<file path="src/rtl/serial_arith_pkg.sv">
// Shared definitions for the bit-serial arithmetic units.
// State encoding and default operand width.
package serial_arith_pkg;

    localparam int DEF_WIDTH = 4;

    typedef enum logic [1:0] {
        ST_IDLE = 2'd0,
        ST_RUN  = 2'd1,
        ST_DONE = 2'd2
    } state_t;

endpackage

</file>
<file path="src/rtl/serial_subtractor_if.sv">
// Start/busy/done handshake bundle for the serial subtractor.
// master = controller side, slave = arithmetic unit side.
interface serial_subtractor_if
    import serial_arith_pkg::*;
#(
    parameter int N = DEF_WIDTH
) ();

    logic         start;
    logic [N-1:0] A;
    logic [N-1:0] B;
    logic [N-1:0] D;
    logic         Bout;
    logic         busy;
    logic         done;

    modport master (
        output start, A, B,
        input  D, Bout, busy, done
    );

    modport slave (
        input  start, A, B,
        output D, Bout, busy, done
    );

endinterface

</file>
<file path="src/rtl/serial_subtractor_fs.sv">
// One-bit full-subtractor cell: d = a - b - bin.
module fullSubtractor1b (
    input  logic A,
    input  logic B,
    input  logic Bin,
    output logic D,
    output logic Bout
);

    assign D    = A ^ B ^ Bin;
    assign Bout = (~A & B) | (~(A ^ B) & Bin);

endmodule

</file>
<file path="src/rtl/serial_subtractor.sv">
// Bit-serial N-bit subtractor, LSB first, one bit per clock.
// A single full-subtractor cell plus a borrow flop ripples over N cycles.
module serial_subtractor
    import serial_arith_pkg::*;
#(
    parameter int N = DEF_WIDTH
) (
    input  logic         clock,
    input  logic         reset,
    serial_subtractor_if.slave bus
);

    localparam int CW = (N > 1) ? $clog2(N) : 1;
    localparam logic [CW-1:0] LAST = CW'(N - 1);

    state_t        state;
    state_t        nxt;
    logic [N-1:0]  sa;
    logic [N-1:0]  sb;
    logic [N-1:0]  sd;
    logic [N-1:0]  d_q;
    logic          bout_q;
    logic          br;
    logic [CW-1:0] cnt;
    logic          cell_d;
    logic          cell_b;
    logic          accept;
    logic          run;
    logic          last;
    logic          busy_c;
    logic          done_c;

    assign run    = (state == ST_RUN);
    assign last   = run && (cnt == LAST);
    assign accept = bus.start && (state != ST_RUN);

    fullSubtractor1b u_cell (
        .A    (sa[0]),
        .B    (sb[0]),
        .Bin  (br),
        .D    (cell_d),
        .Bout (cell_b)
    );

    always_ff @(posedge clock or posedge reset) begin
        if (reset) begin
            state <= ST_IDLE;
        end else begin
            state <= nxt;
        end
    end

    always_comb begin
        nxt = state;
        unique case (state)
            ST_IDLE: begin
                if (bus.start) nxt = ST_RUN;
            end
            ST_RUN: begin
                if (cnt == LAST) nxt = ST_DONE;
            end
            ST_DONE: begin
                nxt = bus.start ? ST_RUN : ST_IDLE;
            end
            default: nxt = ST_IDLE;
        endcase
    end

    always_comb begin
        busy_c = 1'b0;
        done_c = 1'b0;
        unique case (state)
            ST_RUN:  busy_c = 1'b1;
            ST_DONE: done_c = 1'b1;
            default: ;
        endcase
    end

    // sd collects bits from the MSB side; it is fully rewritten every op
    always_ff @(posedge clock or posedge reset) begin
        if (reset) begin
            sa     <= '0;
            sb     <= '0;
            sd     <= '0;
            br     <= 1'b0;
            cnt    <= '0;
            d_q    <= '0;
            bout_q <= 1'b0;
        end else if (accept) begin
            sa  <= bus.A;
            sb  <= bus.B;
            br  <= 1'b0;
            cnt <= '0;
        end else if (run) begin
            sa  <= sa >> 1;
            sb  <= sb >> 1;
            sd  <= {cell_d, sd[N-1:1]};
            br  <= cell_b;
            cnt <= cnt + CW'(1);
            if (last) begin
                d_q    <= {cell_d, sd[N-1:1]};
                bout_q <= cell_b;
            end
        end
    end

    assign bus.D    = d_q;
    assign bus.Bout = bout_q;
    assign bus.busy = busy_c;
    assign bus.done = done_c;

endmodule
</file>
<file path="src/flat_wrapper.sv">
// flat-port wrapper written by rule: the top's interface ports become plain ports
module serial_subtractor_flat import serial_arith_pkg::*;
#(
    parameter int N = DEF_WIDTH
)
  (clock, reset, bus_start, bus_A, bus_B, bus_D, bus_Bout, bus_busy, bus_done);
  serial_subtractor_if #(.N(N)) bus_i ();
  input  logic clock;
  input  logic reset;
  input wire logic [$bits(bus_i.start)-1:0] bus_start;
  input wire logic [$bits(bus_i.A)-1:0] bus_A;
  input wire logic [$bits(bus_i.B)-1:0] bus_B;
  output wire logic [$bits(bus_i.D)-1:0] bus_D;
  output wire logic [$bits(bus_i.Bout)-1:0] bus_Bout;
  output wire logic [$bits(bus_i.busy)-1:0] bus_busy;
  output wire logic [$bits(bus_i.done)-1:0] bus_done;
  assign bus_i.start = bus_start;
  assign bus_i.A = bus_A;
  assign bus_i.B = bus_B;
  assign bus_D = bus_i.D;
  assign bus_Bout = bus_i.Bout;
  assign bus_busy = bus_i.busy;
  assign bus_done = bus_i.done;
  serial_subtractor #(.N(N)) u_core (.clock(clock), .reset(reset), .bus(bus_i));
endmodule
</file>
<file path="config.mk">
export PLATFORM = sky130hd
export DESIGN_NAME = serial_subtractor_flat
export DESIGN_NICKNAME = d
export VERILOG_FILES = /design/src/rtl/serial_arith_pkg.sv /design/src/rtl/serial_subtractor_if.sv /design/src/rtl/serial_subtractor_fs.sv /design/src/rtl/serial_subtractor.sv /design/src/flat_wrapper.sv
export SDC_FILE = /design/constraint.sdc
export NUM_CORES = 1
export LEC_CHECK = 0
export BUFFER_PORTS_ARGS = -buffer_cell sky130_fd_sc_hd__clkbuf_2
export CAP_MARGIN = 10
export CORE_MARGIN = 2
export CORE_UTILIZATION = 52
export CTS_CLUSTER_SIZE = 14
export DETAILED_ROUTE_END_ITERATION = 7
export PLACE_DENSITY_LB_ADDON = 0.08
export SLEW_MARGIN = 20
export SYNTH_ARGS = -nofsm -noshare
export SYNTH_HDL_FRONTEND = slang
export SYNTH_SLANG_ARGS = --single-unit
</file>
<file path="constraint.sdc">
create_clock -name clock -period 1.55 [get_ports clock]
set_input_delay 0.155 -clock clock [delete_from_list [all_inputs] [get_ports clock]]
set_output_delay 0.155 -clock clock [all_outputs]
set_load 0.01 [all_outputs]
</file>
* Word-level counts from Yosys, hierarchy flattened
Index checks and enable logic that the tools add are counted.
** Storage, ports and cells
- Register bits after elaboration :: 22
- Output and inout port bits :: 7
- Word-level logic and storage cells :: 44
** Cells by class
- Add/subtract/negate cells :: 1
- Equality and inequality tests :: 6
- Multiplexer cells :: 14
- Bitwise logic cells :: 8
- Reductions and logical operators :: 7
** Operators by type and width (count)
- $mux W4 :: 4
- $mux W2 :: 4
- $pmux W2 S3 :: 1
- $mux W1 :: 5
- $eq A2 B2 Y1 const B :: 2
- $ne A2 B2 Y1 const B :: 2
- $reduce_and A2 Y1 :: 2
- $not A1 Y1 :: 3
- $reduce_and A3 Y1 :: 1
- $add A2 B1 Y2 const B :: 1
- $and A1 B1 Y1 :: 2
- $eq A2 B1 Y1 const B :: 1
- $logic_and A1 B1 Y1 :: 2
- $logic_not A2 Y1 :: 1
- $ne A2 B1 Y1 const B :: 1
- $reduce_bool A2 Y1 :: 1
- $xor A1 B1 Y1 :: 2
- $or A1 B1 Y1 :: 1

* Logic depth before layout (Yosys ltp)
Gate-level depths: netlist of run 1.
- Word-level depth :: 6
- Gate-level depth with buffers :: 3
- Depth with buffers taken out :: 3

* Modules after synthesis
A second synthesis of run 1 with hierarchy kept.
** Unflattened totals
- Cell total of the unflattened synthesis :: 66
- Area, all modules :: 965.9 µm²
** Modules (own cells, without submodules)
- serial_subtractor :: instances 1, cells an instance 62, area an instance 934.6 µm², seq. area each 525.5 µm²
- fullSubtractor1b :: instances 1, cells an instance 4, area an instance 31.3 µm², seq. area each 0.0 µm²

* Least setup slack after synthesis of run 1
OpenSTA, ideal clock, no wires.
- Path type :: register -> register
- From :: register u_core.cnt[0]
- To :: register u_core.d_q[0] (netlist: u_core.bus.D[0])
- Setup time :: 0.125 ns
- Data arrival time :: 1.126 ns
- Data required time :: 1.425 ns
- Path slack :: 0.299 ns
- Cell stages (with the launch flop) :: 4
- Period minus slack after synthesis :: 1.251 ns
- Path through :: dfrtp_1 > ha_1 > nand3b_1 > mux2_2
** Between the ends
- Longest elaborated chain between the ends :: 3
** Ends and longest elaborated chain
- start, declared :: RTL line serial_subtractor.sv:24 : logic [CW-1:0] cnt;
- start signal, assigned :: RTL line serial_subtractor.sv:99 : cnt <= cnt + CW'(1);
- $eq A2 B2 Y1 :: RTL line serial_subtractor.sv:34 : assign last = run && (cnt == LAST);
- $logic_and A1 B1 Y1 :: RTL line serial_subtractor.sv:34
- $reduce_and A3 Y1 (no source line)
- end signal, assigned :: RTL line serial_subtractor.sv:101 : d_q <= {cell_d, sd[N-1:1]};
- end, declared :: RTL line serial_subtractor.sv:21 : logic [N-1:0] d_q;
Every way passes these cells.
A chain may end at the register's enable or synchronous reset.

* Final worst setup path of run 1
- From :: register u_core.state[1]
- To :: output bus_busy
** Between the ends
- Longest elaborated chain between the ends :: 2
** Ends and longest elaborated chain
- start, declared :: RTL line serial_subtractor.sv:16 : state_t state;
- start signal, assigned :: RTL line serial_subtractor.sv:49 : state <= nxt;
- $eq A2 B1 Y1 :: RTL line serial_subtractor.sv:72 : unique case (state)
- $mux W1 :: RTL line serial_subtractor.sv:72
- end, declared :: RTL line flat_wrapper.sv:15 : output wire logic [$bits(bus_i.busy)-1:0] bus_busy;
Every way passes these cells.

==> run metrics, run 1 <==
chip height 47.1 µm; Synth area leader dfrtp_1; Most used DFF post-synth dfrtp_1; Die Area 0.00222 mm²; post-detail-place hpwl 1.11 mm; CP top delay family flip-flops; tightest hold margin 100 ps; worst skew pair latency 300 ps; worst-margin pin slew 343 ps; final RePlAce weighted congestion 0.660; max-slew violations 0; Critical-path top delay cell dfrtp_1; nets 102; min-delay worst type in2reg; io pins 18; Initial Utilization 55.3%; kind of critical path reg2out; hold path cells 3; clock skew 4.08 ps; PortBufs 17; CP Launch Type register; Yosys cell types 14; gr ovfl total 0; die width 47.1 µm; count leader, synth dfrtp_1; Reg-to-Reg End u_core.bus.D[2]$_DFFE_PP0P_; Final Hold Viols 0; WL met2 756 µm; Site Rows 15; fill count 148; Commonest cells post-synth dfrtp_1, mux2_2, mux2_4; number of enable flip-flop cells after synthesis 0; LEAKAGE 0.000581 µW; Async SR Flop Fraction 100%; status finished clean; TritonCTS buffer count 3; Routed WL 1.50 mm; Syn Std Cell Area 966 µm²; Detail Route Antenna Nets 0; CTS tree built; final setup TNS 0 ps; Routed WL per cell 13.3 µm; PwrDens 1930 mW/mm²; Core Footprint 0.00175 mm²; Post-CTS Repair Setup Buffers 0; reg2reg setup slack 200 ps; Critical Path RT 1390 ps; crit path DAT 1280 ps; crit path time final 1430 ps; Clock transition at path regs 110 ps; detailed-route via count 556; Area Overhead vs Synth 16.3%; CP Capture Type primary output; drc violations 0; r2r startpoint u_core.cnt[0]$_DFFE_PP0P_; Setup WS post-layout 118 ps; clk buf depth 2; CP peak stage delay 410 ps; via/cell ratio 4.92; Tcrit/Tclk final 92.4%; CTS Root Cell clkbuf_4; initial antenna violation count 0; MaxCap Viol Count 0; layout cells sized above 1 48.9%; clk sink count 21; Worst Hold End u_core.sa[3]$_DFFE_PP0P_; top routing layer in use met4; GRT Total Usage 16.5%; Ys Warns 0; Buf+Inv Stages, Crit Path 2; placed cells 108; hold_sp bus_A[3]; router iterations before antenna repair 4; Avg Synthesized Cell Area 14.6 µm²; top cells by area, synth dfrtp_1, mux2_2, mux2_4; Setup WS pre-CTS 205 ps; htree depth 1; Max Freq 0.698 GHz; reg2reg path depth 3; top-area cell type share of the netlist area 54.4%; RSZ-0062 raised after global routing false; maximum VDD drop 0.00113 V; CP Cell Sequence nand2b_1, inv_2, clkbuf_2; critical-path maximum fanout 5; final setup fails 0; register area share after synthesis 54.4%; Final Non-Filler Cells 113; routed length on met3 48 µm; Mapped Nets 79; metal1 wirelength 683 µm; largest net degree at the start of global routing 22; total power draw 2170 µW; 1st-iter DRT viols 4; ANT cells 0; Mapped Cells 66; flops & latches, synth 21; global-route wire length before repair 2.40 mm; Rel. slew slack 77.2%; vias in the first global route 548
==> state kept, by name, summed over array words and instances, names as in the netlist <==
register	cells
u_core.br	1
u_core.bus.Bout	1
u_core.bus.D	4
u_core.cnt	2
u_core.sa	4
u_core.sb	4
u_core.sd	3
u_core.state	2
==> worst reg2reg max path, stage by stage (launching register included) <==
cell      delay (ps)
dfrtp_1          410
ha_1             210
nand3b_1         240
mux2_2           380
==> layer usage <==
metal / vias to the layer above / global-route usage [%]
met5: - / 0
met4: 0 / 10.0
met3: 2 / 4.62
met2: 10 / 26.0
met1: 278 / 20.2
li1: 266 / -
==> placed cells by master, fill, tap and decap left out, drive strengths merged, types with 2 or more instances in the layout <==
cell	instances
dfrtp	21
clkbuf	21
mux2	20
inv	7
mux2i	5
nand2b	3
nor2	2
buf	2
==> worst max path at each step <==
| stage | from | endpoint | slack [ps] | cells after the start |
|---|---|---|---|---|
| 2_1_floorplan | u_core.cnt[0]$_DFFE_PP0P_ | u_core.bus.D[0]$_DFFE_PP0P_ | 300 | 3 |
| 3_3_place_gp | u_core.cnt[0]$_DFFE_PP0P_ | u_core.bus.D[2]$_DFFE_PP0P_ | 240 | 3 |
| 3_5_place_dp | u_core.cnt[0]$_DFFE_PP0P_ | u_core.bus.D[2]$_DFFE_PP0P_ | 200 | 3 |
| 4_1_cts | u_core.state[1]$_DFFE_PP0P_ | bus_busy | 50 | 3 |
| 5_1_grt | u_core.state[1]$_DFFE_PP0P_ | bus_busy | 10 | 3 |
| 6_report | u_core.state[1]$_DFFE_PP0P_ | bus_busy | 120 | 3 |
==> area by class of cell <==
cell class | count | area (µm²) | area share, %
clock buffer | 4 | 26.3 | 2.34
tap | 25 | 31.3 | 2.78
timing repair buffer | 20 | 123 | 10.9
sequential | 21 | 526 | 46.8
inverter | 7 | 26.3 | 2.34
multi-input combinational | 36 | 392 | 34.9
==> metrics by stage <==
stage | area [µm²] | utilization [%]
CTS | 1120 | 64.4
floorplan | 966 | -
global route | 1120 | 64.4
finish | 1120 | 64.4
detailed placement | 1090 | 62.3
global placement | 1090 | 62.3
==> cell families after synthesis <==
logic type	count (synthesis)	share of synthesized area, %
fa+ha+maj	2	3.37
compound gates	1	0.648
flops	21	54.4
simple gates	8	4.92
mux	25	31.6
buf+inv	9	5.05
==> what timing repair did <==
action                                  4_1_cts  5_1_grt
resized for setup                             0        1
endpoints found under the hold margin        21        0
endpoints found under the setup margin        0        1
hold buffers                                  1        0
==> where the power goes <==
part / leakage [µW] / switching (µW) / total [µW] / internal (µW)
clock: 0.0000150 / 158 / 258 / 100
sequential: 0.000257 / 144 / 948 / 804
combinational: 0.000309 / 389 / 960 / 571
No activity file was read; power rests on OpenSTA's default activity.
==> run 2, diff against run 1 <==
--- a/config.mk
+++ b/config.mk
@@ -5,6 +5,7 @@
 export SDC_FILE = /design/constraint.sdc
 export NUM_CORES = 1
 export LEC_CHECK = 0
+export ABC_AREA = 1
 export BUFFER_PORTS_ARGS = -buffer_cell sky130_fd_sc_hd__clkbuf_2
 export CAP_MARGIN = 10
 export CORE_MARGIN = 2
==> constraint.sdc (replaced) <==
create_clock -name clock -period 1.55 [get_ports clock]
set_input_delay 0.155 -clock clock [delete_from_list [all_inputs] [get_ports clock]]
set_output_delay 0.155 -clock clock [all_outputs]
set_load 0.1 [all_outputs]
==> run 2 against run 1 <==
Against the previous run:
- final cell count grew 31%
- global-route usage grew 0.69 points
- register-to-register slack gained 180 ps
- area after synthesis shrank 2.1%
- clock-buffer cell count is the same
- non-clock buffer count grew 2
- critical path depth is the same
- critical endpoint unchanged
- highest routed layer unchanged
==> run metrics, run 2 <==
status finished clean; # resized after CTS 0 (unchanged); ANT cells 0 (unchanged); Tcrit/Tclk final 86.6% (-5.8 points); top-area cell type share of the netlist area 55.6% (+1.2 points); kind of critical path reg2out; htree depth 1 (unchanged); post-detail-place hpwl 1.09 mm (-1.9%); worst skew pair latency 290 ps (about the same); gr ovfl total 0 (unchanged); CTS Root Cell clkbuf_4; chip height 46.7 µm (-0.96%); final RePlAce weighted congestion 0.704 (+6.7%); Synth area leader dfrtp_1; Async SR Flop Fraction 100% (unchanged); worst-margin pin slew 540 ps (+198 ps); PortBufs 17 (unchanged); Clock transition at path regs 110 ps (about the same); Initial Utilization 54.8% (-0.56 points); 1st-iter DRT viols 17 (+13); RSZ-0062 raised after global routing false; crit path DAT 1190 ps (-90 ps); clk buf depth 2 (unchanged); Routed WL 1.58 mm (+5.6%); critical-path maximum fanout 4 (-1); MaxCap Viol Count 0 (unchanged); Final Hold Viols 0 (unchanged); commonest cells after routing, fill and taps aside nand2_1, nand3_1, dfrtp_1; Mapped Cells 102 (+55%); Core Footprint 0.00173 mm² (-1.1%); CP Launch Type register; count leader, synth nand2_1; die width 46.7 µm (-0.96%); Routed WL per cell 10.7 µm (-19%); global-route wire length before repair 2.66 mm (+11%); drc violations 0 (unchanged); Yosys cell types 15 (+1); final setup fails 0 (unchanged); Avg Synthesized Cell Area 9.27 µm² (-37%); CP Capture Type primary output; clk sink count 21 (unchanged); Area Overhead vs Synth 16.3% (about the same); Detail Route Antenna Nets 0 (unchanged); Die Area 0.00218 mm² (-1.9%); top cells by area, synth dfrtp_1, nand3_1, nand2_1; Critical Path RT 1390 ps (about the same); clock skew 2.82 ps (-1.26 ps); commonest non-fill, non-tap cell in the layout nand2_1; Syn Std Cell Area 946 µm² (-2.1%); TritonCTS buffer count 3 (unchanged); nets 137 (+34%); flops & latches, synth 21 (unchanged); via/cell ratio 4.80 (-2.4%); largest net degree at the start of global routing 27 (+23%); number of enable flip-flop cells after synthesis 0 (unchanged); CTS tree built; GRT Total Usage 17.2% (+0.69 points); final setup TNS 0 ps (unchanged); max-slew violations 0 (unchanged); Rel. slew slack 64.1% (-13 points); io pins 18 (unchanged); hold_sp bus_B[1]; Ys Warns 0 (unchanged); Site Rows 15 (unchanged); Critical path origin u_core.state[0]$_DFFE_PP0P_; layout cells sized above 1 24.4% (-24 points); vias in the first global route 632 (+15%); initial antenna violation count 0 (unchanged); r2r startpoint u_core.sa[0]$_DFFE_PP0P_; Max Freq 0.745 GHz (+6.7%); fill count 167 (+13%); min-delay worst type in2reg; Most used DFF post-synth dfrtp_1; crit path time final 1340 ps (-89.9 ps); register area share after synthesis 55.6% (+1.2 points); router iterations before antenna repair 3 (-1); Mapped Nets 115 (+46%); detailed-route via count 711 (+28%); Commonest cells post-synth nand2_1, nand3_1, dfrtp_1
-- run 2: per-stage QoR --
stage / instance area (µm²) / setup WS [ps] / hold WS, ps / util, % / cells
6_report: 1100 / 208 / 84.6 / 63.7 / 148
3_3_place_gp: 1040 / 360 / 176 / 60.3 / 140
2_1_floorplan: 948 / 147 / 132 / - / 102
3_5_place_dp: 1040 / 336 / 177 / 60.3 / 140
5_1_grt: 1100 / 134 / 55.2 / 63.7 / 148
4_1_cts: 1080 / 76.9 / 80.1 / 62.4 / 145
-- run 2: repair_timing --
| action | 4_1_cts | 5_1_grt |
|---|---|---|
| setup endpoints to repair | 0 | 1 |
| hold buffers | 1 | 0 |
| buffers inserted | 0 | 3 |
| endpoints found under the hold margin | 21 | 0 |
-- run 2: final timing paths --
kind	slack, ps	depth (start not counted)	endpoint
worst max-delay path	210	3	bus_busy
worst min-delay path	80	3	u_core.sb[1]$_DFFE_PP0P_
worst max register to register	380	3	u_core.sd[3]$_DFFE_PP0P_
worst min register to register	490	2	u_core.bus.D[2]$_DFFE_PP0P_
max in group asynchronous	940	4	u_core.state[0]$_DFFE_PP0P_
min in group asynchronous	400	4	u_core.br$_DFFE_PP0P_
-- run 2: critical path: stages (launching register included) --
cell and delay, ps:
dfrtp_1 460, inv_2 70, nor2_4 170, buf_12 190
-- run 2: cell families after synthesis --
kind of cell               count (synthesis)  synth area share (%)
and+or+nand+nor                           60                  29.5
DFF                                       21                  55.6
buffers and inverters                     14                  8.73
AOI/OAI and AO/OA                          5                  2.78
adders and majority gates                  2                  3.44
-- run 2: layout make-up --
| cell class | instances | area [µm²] | area share (%) |
|---|---|---|---|
| clock buffers | 4 | 26.3 | 2.39 |
| inverters | 9 | 33.8 | 3.07 |
| multi-input cells | 67 | 340 | 30.9 |
| flip-flops and latches | 21 | 526 | 47.8 |
| well taps | 25 | 31.3 | 2.84 |
| repair buffers | 22 | 143 | 13.0 |
-- run 2: metal layers --
metal,routed length [µm],global-route usage [%]
met4,12,7.22
met2,749,25.0
met5,0,0
met3,66,3.92
met1,755,24.6
Power of run 2 is left out: the tool's default activity adds up to more than one toggle a clock period on the data nets, which glitch-free logic cannot reach.
